### config.mk
export PLATFORM = sky130hd
export DESIGN_NAME = frame_demux1_2
export DESIGN_NICKNAME = d
export VERILOG_FILES = /design/src/rtl/frame_demux1_2_pkg.sv /design/src/rtl/frame_demux1_2_skid.sv /design/src/rtl/frame_demux1_2.sv
export SDC_FILE = /design/constraint.sdc
export NUM_CORES = 1
export LEC_CHECK = 0
export CORE_AREA = 2 2 39 41
export DETAILED_ROUTE_END_ITERATION = 16
export DIE_AREA = 0 0 41 43
export DONT_BUFFER_PORTS = 1
export GPL_TIMING_DRIVEN = 0
export PLACE_DENSITY = 0.58
export SYNTH_ARGS = -nofsm -noshare
export SYNTH_HDL_FRONTEND = slang
export SYNTH_SLANG_ARGS = --single-unit
### constraint.sdc
create_clock -name clk -period 1.81 [get_ports clk]
set_input_delay 0.4525 -clock clk [delete_from_list [all_inputs] [get_ports clk]]
set_output_delay 0.4525 -clock clk [all_outputs]
set_load 0.1 [all_outputs]
### src/rtl/frame_demux1_2_pkg.sv
// Shared helpers for the frame_demux1_2 ping-pong frame splitter.
package frame_demux1_2_pkg;

    // Width of a counter holding 0..n-1, never narrower than one bit.
    function automatic int cnt_width(input int n);
        return (n > 1) ? $clog2(n) : 1;
    endfunction

endpackage

### src/rtl/frame_demux1_2_skid.sv
// Main + skid register slice carrying {data, last, dest}; ready is registered
// so the downstream ready never reaches the upstream ready combinationally.
module axis_skid_reg
    import frame_demux1_2_pkg::*;
#(
    parameter int W = 1
) (
    input  logic         clk,
    input  logic         rst_n,
    input  logic [W-1:0] i_data,
    input  logic         i_last,
    input  logic         i_dest,
    input  logic         i_valid,
    output logic         o_ready,
    output logic [W-1:0] o_data,
    output logic         o_last,
    output logic         o_dest,
    output logic         o_valid,
    input  logic         i_ready
);

    logic [W-1:0] r_main_data;
    logic         r_main_last;
    logic         r_main_dest;
    logic         r_main_valid;
    logic [W-1:0] r_skid_data;
    logic         r_skid_last;
    logic         r_skid_dest;
    logic         r_skid_valid;
    logic         r_ready;

    logic w_in_hs;
    logic w_out_hs;
    logic w_main_from_in;
    logic w_main_from_skid;
    logic w_skid_load;
    logic w_main_valid_nx;
    logic w_skid_valid_nx;

    assign w_in_hs  = i_valid && r_ready;
    assign w_out_hs = r_main_valid && i_ready;

    always_comb begin
        w_main_from_in   = 1'b0;
        w_main_from_skid = 1'b0;
        w_skid_load      = 1'b0;
        w_main_valid_nx  = r_main_valid;
        w_skid_valid_nx  = r_skid_valid;
        if (!r_main_valid) begin
            if (w_in_hs) begin
                w_main_from_in  = 1'b1;
                w_main_valid_nx = 1'b1;
            end
        end else if (w_out_hs) begin
            // Skid is older than any new input, so it always goes first.
            if (r_skid_valid) begin
                w_main_from_skid = 1'b1;
                w_skid_valid_nx  = 1'b0;
            end else if (w_in_hs) begin
                w_main_from_in = 1'b1;
            end else begin
                w_main_valid_nx = 1'b0;
            end
        end else if (w_in_hs) begin
            w_skid_load     = 1'b1;
            w_skid_valid_nx = 1'b1;
        end
    end

    always_ff @(posedge clk or negedge rst_n) begin
        if (!rst_n) begin
            r_main_data  <= '0;
            r_main_last  <= 1'b0;
            r_main_dest  <= 1'b0;
            r_main_valid <= 1'b0;
            r_skid_data  <= '0;
            r_skid_last  <= 1'b0;
            r_skid_dest  <= 1'b0;
            r_skid_valid <= 1'b0;
            r_ready      <= 1'b0;
        end else begin
            r_main_valid <= w_main_valid_nx;
            r_skid_valid <= w_skid_valid_nx;
            r_ready      <= !w_skid_valid_nx;
            if (w_main_from_in) begin
                r_main_data <= i_data;
                r_main_last <= i_last;
                r_main_dest <= i_dest;
            end else if (w_main_from_skid) begin
                r_main_data <= r_skid_data;
                r_main_last <= r_skid_last;
                r_main_dest <= r_skid_dest;
            end
            if (w_skid_load) begin
                r_skid_data <= i_data;
                r_skid_last <= i_last;
                r_skid_dest <= i_dest;
            end
        end
    end

    assign o_ready = r_ready;
    assign o_data  = r_main_data;
    assign o_last  = r_main_last;
    assign o_dest  = r_main_dest;
    assign o_valid = r_main_valid;

endmodule

### src/rtl/frame_demux1_2.sv
// AXIS 1:2 frame demux: whole frames alternate m0/m1, with a registered sel
// naming the branch that holds the oldest undelivered frame.
module frame_demux1_2
    import frame_demux1_2_pkg::*;
#(
    parameter int width     = 1,
    parameter int frame_len = 0
) (
    input  logic             clk,
    input  logic             rst_n,
    input  logic [width-1:0] s_axis_tdata,
    input  logic             s_axis_tvalid,
    input  logic             s_axis_tlast,
    output logic             s_axis_tready,
    output logic [width-1:0] m0_axis_tdata,
    output logic             m0_axis_tvalid,
    output logic             m0_axis_tlast,
    input  logic             m0_axis_tready,
    output logic [width-1:0] m1_axis_tdata,
    output logic             m1_axis_tvalid,
    output logic             m1_axis_tlast,
    input  logic             m1_axis_tready,
    output logic             sel
);

    localparam int            CW       = cnt_width(frame_len);
    localparam logic [CW-1:0] LAST_CNT = CW'(frame_len - 1);

    logic          r_wdest;
    logic          r_sel;
    logic [CW-1:0] r_beat_cnt;

    logic             w_s_ready;
    logic             w_in_hs;
    logic             w_eff_last;
    logic [width-1:0] w_main_data;
    logic             w_main_last;
    logic             w_main_dest;
    logic             w_main_valid;
    logic             w_br_ready;
    logic             w_out_hs;

    assign w_in_hs    = s_axis_tvalid && w_s_ready;
    assign w_eff_last = (frame_len == 0) ? s_axis_tlast
                                         : (r_beat_cnt == LAST_CNT);

    assign w_br_ready = w_main_dest ? m1_axis_tready : m0_axis_tready;
    assign w_out_hs   = w_main_valid && w_br_ready;

    axis_skid_reg #(
        .W (width)
    ) u_slice (
        .clk     (clk),
        .rst_n   (rst_n),
        .i_data  (s_axis_tdata),
        .i_last  (w_eff_last),
        .i_dest  (r_wdest),
        .i_valid (s_axis_tvalid),
        .o_ready (w_s_ready),
        .o_data  (w_main_data),
        .o_last  (w_main_last),
        .o_dest  (w_main_dest),
        .o_valid (w_main_valid),
        .i_ready (w_br_ready)
    );

    always_ff @(posedge clk or negedge rst_n) begin
        if (!rst_n) begin
            r_wdest    <= 1'b0;
            r_beat_cnt <= '0;
            r_sel      <= 1'b0;
        end else begin
            if (w_in_hs) begin
                if (w_eff_last) begin
                    r_wdest    <= ~r_wdest;
                    r_beat_cnt <= '0;
                end else begin
                    r_beat_cnt <= r_beat_cnt + CW'(1);
                end
            end
            // Oldest frame finished leaving: the consumer moves to the other side.
            if (w_out_hs && w_main_last) begin
                r_sel <= ~r_sel;
            end
        end
    end

    assign s_axis_tready  = w_s_ready;
    assign m0_axis_tdata  = w_main_data;
    assign m1_axis_tdata  = w_main_data;
    assign m0_axis_tlast  = w_main_last;
    assign m1_axis_tlast  = w_main_last;
    assign m0_axis_tvalid = w_main_valid && !w_main_dest;
    assign m1_axis_tvalid = w_main_valid && w_main_dest;
    assign sel            = r_sel;

endmodule

# Yosys cells after proc, flatten, opt, wreduce, memory -nomap -nowiden
# Cells that the tools add are included.
[word_totals]
regBits = 11
in_bits = 7
[op_classes]
n_mux = 22
n_bitwise = 2
reduce_logical = 9
[op_table]
columns = ["cell", "count"]
rows = [
  ["$mux W1", 22],
  ["$logic_and A1 B1 Y1", 5],
  ["$logic_not A1 Y1", 2],
  ["$not A1 Y1", 2],
  ["$reduce_and A2 Y1", 1],
  ["$reduce_bool A2 Y1", 1],
]

# Depth between registers and ports, before layout
# Gate-level depths: netlist (run 1).
[logic_depth]
ltp_word = 6
mapped_depth = 4
mapped_depth_nobuf = 3

# Cells and area by module
# A second synthesis (run 1) with hierarchy kept.
[unflattened]
hier_cells = 42
area_unflattened_um2 = 533.0
[modules_own_cells]
columns = ["mod", "instances", "cells_per_inst", "area_each_um2"]
rows = [
  ["axis_skid_reg", 1, 31, 404.1],
  ["frame_demux1_2", 1, 11, 128.9],
]

# Worst setup path before layout (run 1)
# No wires, ideal clock.
[synth_path]
kind = "reg2reg"
start = "register u_slice.r_ready (netlist: u_slice.o_ready)"
end = "register u_slice.r_main_dest (netlist: u_slice.o_dest)"
arrival_ns = 1.750
t_required_ns = 1.685
setup_slack_ns = -0.065
stages_incl_launch_ff = 4
n_path_buf = 0
path_cell_list = "dfrtp_1 -> nand2_1 -> o22ai_2 -> mux2_2"
[synth_via]
elab_chain_len = 6
elab_cells_between_ends = 7
cone_classes = "mux (5); reduce/logical (2)"
[synth_rtl]
columns = ["element", "line", "text"]
rows = [
  ["start: declaration", "frame_demux1_2_skid.sv:30", "logic r_ready;"],
  ["start signal: assignment", "frame_demux1_2_skid.sv:84", "r_ready <= !w_skid_valid_nx;"],
  ["$logic_and A1 B1 Y1 *", "frame_demux1_2_skid.sv:40", "assign w_in_hs = i_valid && r_ready;"],
  ["$mux W1 *", "frame_demux1_2_skid.sv:50, frame_demux1_2_skid.sv:59", ""],
  ["$mux W1", "frame_demux1_2_skid.sv:56", "if (r_skid_valid) begin"],
  ["$mux W1", "frame_demux1_2_skid.sv:54", "end else if (w_out_hs) begin"],
  ["$mux W1 *", "frame_demux1_2_skid.sv:49", "if (!r_main_valid) begin"],
  ["$mux W1 or $reduce_bool A2 Y1 (tied branches)", "n/a", ""],
  ["end signal: assignment", "frame_demux1_2_skid.sv:88", "r_main_dest <= i_dest;"],
  ["end signal: assignment", "frame_demux1_2_skid.sv:92", "r_main_dest <= r_skid_dest;"],
  ["end: declaration", "frame_demux1_2_skid.sv:24", "logic r_main_dest;"],
]
# Every way passes the cells marked *; elsewhere a longest branch is shown, timed or not.
# A chain may end at the register's enable or synchronous reset.

# Worst setup path after layout (run 1)
[layout_path]
start = "register u_slice.r_main_valid (netlist: u_slice.o_valid)"
end = "output m0_axis_tvalid"
[layout_via]
elab_chain_len = 1
[layout_rtl]
columns = ["element", "line", "text"]
rows = [
  ["start: declaration", "frame_demux1_2_skid.sv:25", "logic r_main_valid;"],
  ["start signal: assignment", "frame_demux1_2_skid.sv:82", "r_main_valid <= w_main_valid_nx;"],
  ["$logic_and A1 B1 Y1", "frame_demux1_2.sv:93", "assign m0_axis_tvalid = w_main_valid && !w_main_dest;"],
  ["end: declaration", "frame_demux1_2.sv:16", "output logic m0_axis_tvalid,"],
]
# No other way between the ends.

==> impl_results.md, run 1 <==
* Critical path's slowest cell: dfrtp_1
* Drt wl/cell at 15.2 um
* IO buf count at 0
* Worst-case clock buffer depth at 2
* Setup CP Type: reg2out
* Area growth syn-to-layout at 11.7%
* Post-layout min period at 1.72 ns
* Total wire length at 1120 um
* Syn_area_per_cell at 11.3 um2
* Post-DP HPWL at 778 um
* First-pass GRT wire length at 1990 um
* Worst Path Max Fanout at 10
* Reg-to-reg endpoint: u_slice.o_dest
* Final instance area at 667 um2
* Hold_sp: s_axis_tdata
* Total GRT Usage at 17.6%
* Max Cap Viol at 0
* Initial Util at 43.1%
* Clk_skew at 0.000697 ns
* Fmax at 580 MHz
* Initial antenna violation count at 0
* Largest net degree at the start of global routing at 12
* Critical path, cell by cell: clkbuf_4, and2b_4
* Register bit count reported by yosys at 11
* Horiz. Die Dim at 41 um
* Placed cell areas at 619 um2
* Required time of the critical path at 1.36 ns
* Critical path startpoint category: flip-flop
* Mapped Cells at 53
* CP peak stage delay at 0.41 ns
* Reg2reg start: u_slice.o_ready
* Period utilisation layout at 95.3%
* Post-route ant nets at 0
* Final setup violation count at 0
* Detailed-route DRC error count at 0
* Register area share after synthesis at 46.1%
* Vias at 429
* Most frequent cells in the layout: 8 x dfrtp_1, 5 x nand2_1, 4 x clkbuf_4, 4 x mux2_2
* CTS tree: yes
* Worst-Margin Slew at 0.907 ns
* Full die area at 1760 um2
* Yosys cell types at 25
* Die extent in y at 43 um
* Slew HR at 39.5%
* Leading area contributor after synthesis: dfrtp_1
* Final number of hold-violating endpoints at 0
* Leading cell type in the layout, fill and taps excluded: dfrtp_1
* ANT cells at 0
* Critical Path AT at 1.27 ns
* Mapped cell area at 597 um2
* CTS H-tree lvls at 1
* Fin nets at 66
* Vias per cell at 5.80
* FF-to-FF path depth at 3
* Clock Latency Late Sink at 0.27 ns
* Slew Limit Fails at 0
* Top post-synthesis cells by area: dfrtp_1 46%, mux2_2 7.5%, a2111oi_2 5.0%, nand2_1 3.1%, a221oi_1 2.9%
* Status: finished clean
* # rows at 14
* Clk sink count at 11
* GRT overflow at 0
* CTS root buf: clkbuf_4
* GP Congestion at 0.807
* Syn nets at 60
* Synth warn at 0
* Top-area cell type share of the netlist area at 46.1%
* I/O Pins at 15
* Hold Crit Class: in2reg
* Core footprint at 1380 um2
* Vias in the first global route at 433
* Iter 0 DRT Violations at 7
* Worst-path clk slew at 0.07 ns
* Worst Setup EP: m0_axis_tvalid
* Setup TNS at 0 ns
* Worst Setup SP: u_slice.o_valid
* Worst setup EP type: primary output
* RSZ-0062 raised after global routing: no
* CTS buffer count at 3
* DRT Pass-1 Iters at 4
* Share of layout cells above drive strength 1 at 37.9%
* FF-to-FF setup slack at 0.16 ns
worst max-delay path, delay by kind of cell, from the launching register on:
| family | cells | cell delay, ns |
|---|---|---|
| buffers and inverters | 1 | 0.22 |
| flip-flops | 1 | 0.41 |
| AND/OR/NAND/NOR | 1 | 0.38 |
worst min-delay path by stage:
stage                                       to  cells past startpoint
global placement    asynchronous set/reset pin                      0
global route                    u_slice.o_last                      2
CTS                             u_slice.o_last                      2
finish                          u_slice.o_data                      2
detailed placement  asynchronous set/reset pin                      0
floorplan           asynchronous set/reset pin                      0
area by class of cell:
cell class,instances,area [um2]
timing repair buffer,1,10.0
clock buffer,4,26.3
tap,16,20.0
fill,133,717
buffer,4,26.3
inverter,2,7.51
sequential,11,284
multi-input combinational,36,293
per-layer routing:
layer  GRT usage (%)  share of wire (%)  vias to the layer above
li1                -                  -                      204
met2            23.1                 47                       10
met5               0                  0                        -
met4            8.00                1.2                        0
met1            23.7                 46                      213
met3            8.38                5.3                        2
synthesized netlist by cell type:
cell	count
mux2_4	1
clkbuf_1	1
nor2_1	1
a31oi_1	2
buf_4	2
and2b_2	1
nor3b_1	2
buf_2	1
nor3_1	3
o22ai_2	1
a2111oi_2	2
o21ai_0	1
xnor2_1	2
and4b_1	1
nor2_4	1
nand2_1	5
mux2i_2	1
mux2_2	4
inv_1	2
dfrtp_1	11
a221oi_1	2
and2_2	1
nand3_1	3
a31o_2	1
nand3b_1	1
timing repair:
action                                  4_1_cts  5_1_grt
cloned                                        0        0
buffers inserted                              0        0
gates resized for setup                       5        1
endpoints found under the setup margin        4        1
hold endpoints to repair                     11        0
hold buffers                                  1        0
logic make-up (layout without fill, tap and decap cells):
group / after synthesis / count (layout) / synth area share [%]
AND/OR/NAND/NOR: 19 / 19 / 18.9
flip-flops: 11 / 11 / 46.1
AO/OA/AOI/OAI: 9 / 9 / 14.5
multiplexers: 6 / 6 / 12.4
buffers and inverters: 6 / 11 / 5.24
XOR/XNOR: 2 / 2 / 2.94
flip-flops by register name, indices dropped and copies added, names as in the netlist, named ones only:
| name | flops |
|---|---|
| u_slice.o_valid | 1 |
| u_slice.r_skid_last | 1 |
| r_wdest | 1 |
| u_slice.o_last | 1 |
| u_slice.r_skid_dest | 1 |
| sel | 1 |
| u_slice.o_data | 1 |
| u_slice.o_dest | 1 |
| u_slice.o_ready | 1 |
| u_slice.r_skid_data | 1 |
through the flow:
stage / hold WS [ns] / util, % / setup WS [ns] / instances
4_1_cts: 0.315 / 48.0 / 0.0720 / 74
2_1_floorplan: 0.157 / - / 0.00118 / 53
3_3_place_gp: 0.157 / 44.8 / -0.0233 / 69
6_report: 0.327 / 48.2 / 0.0851 / 74
5_1_grt: 0.312 / 48.2 / 0.0217 / 74
3_5_place_dp: 0.157 / 44.8 / -0.0226 / 69
Power of run 1 is left out: the tool's default activity adds up to more than one toggle a clock period on the data nets, which glitch-free logic cannot reach.
==> inputs of run 2 (changes only) <==
--- a/config.mk
+++ b/config.mk
@@ -11,6 +11,7 @@
 export DONT_BUFFER_PORTS = 1
 export GPL_TIMING_DRIVEN = 0
 export PLACE_DENSITY = 0.58
+export SLEW_MARGIN = 20
 export SYNTH_ARGS = -nofsm -noshare
 export SYNTH_HDL_FRONTEND = slang
 export SYNTH_SLANG_ARGS = --single-unit
==> results of run 2 <==
Same layout as run 1: the final DEF is identical, and so are final timing and power.
Power of run 2 is left out for the same reason.
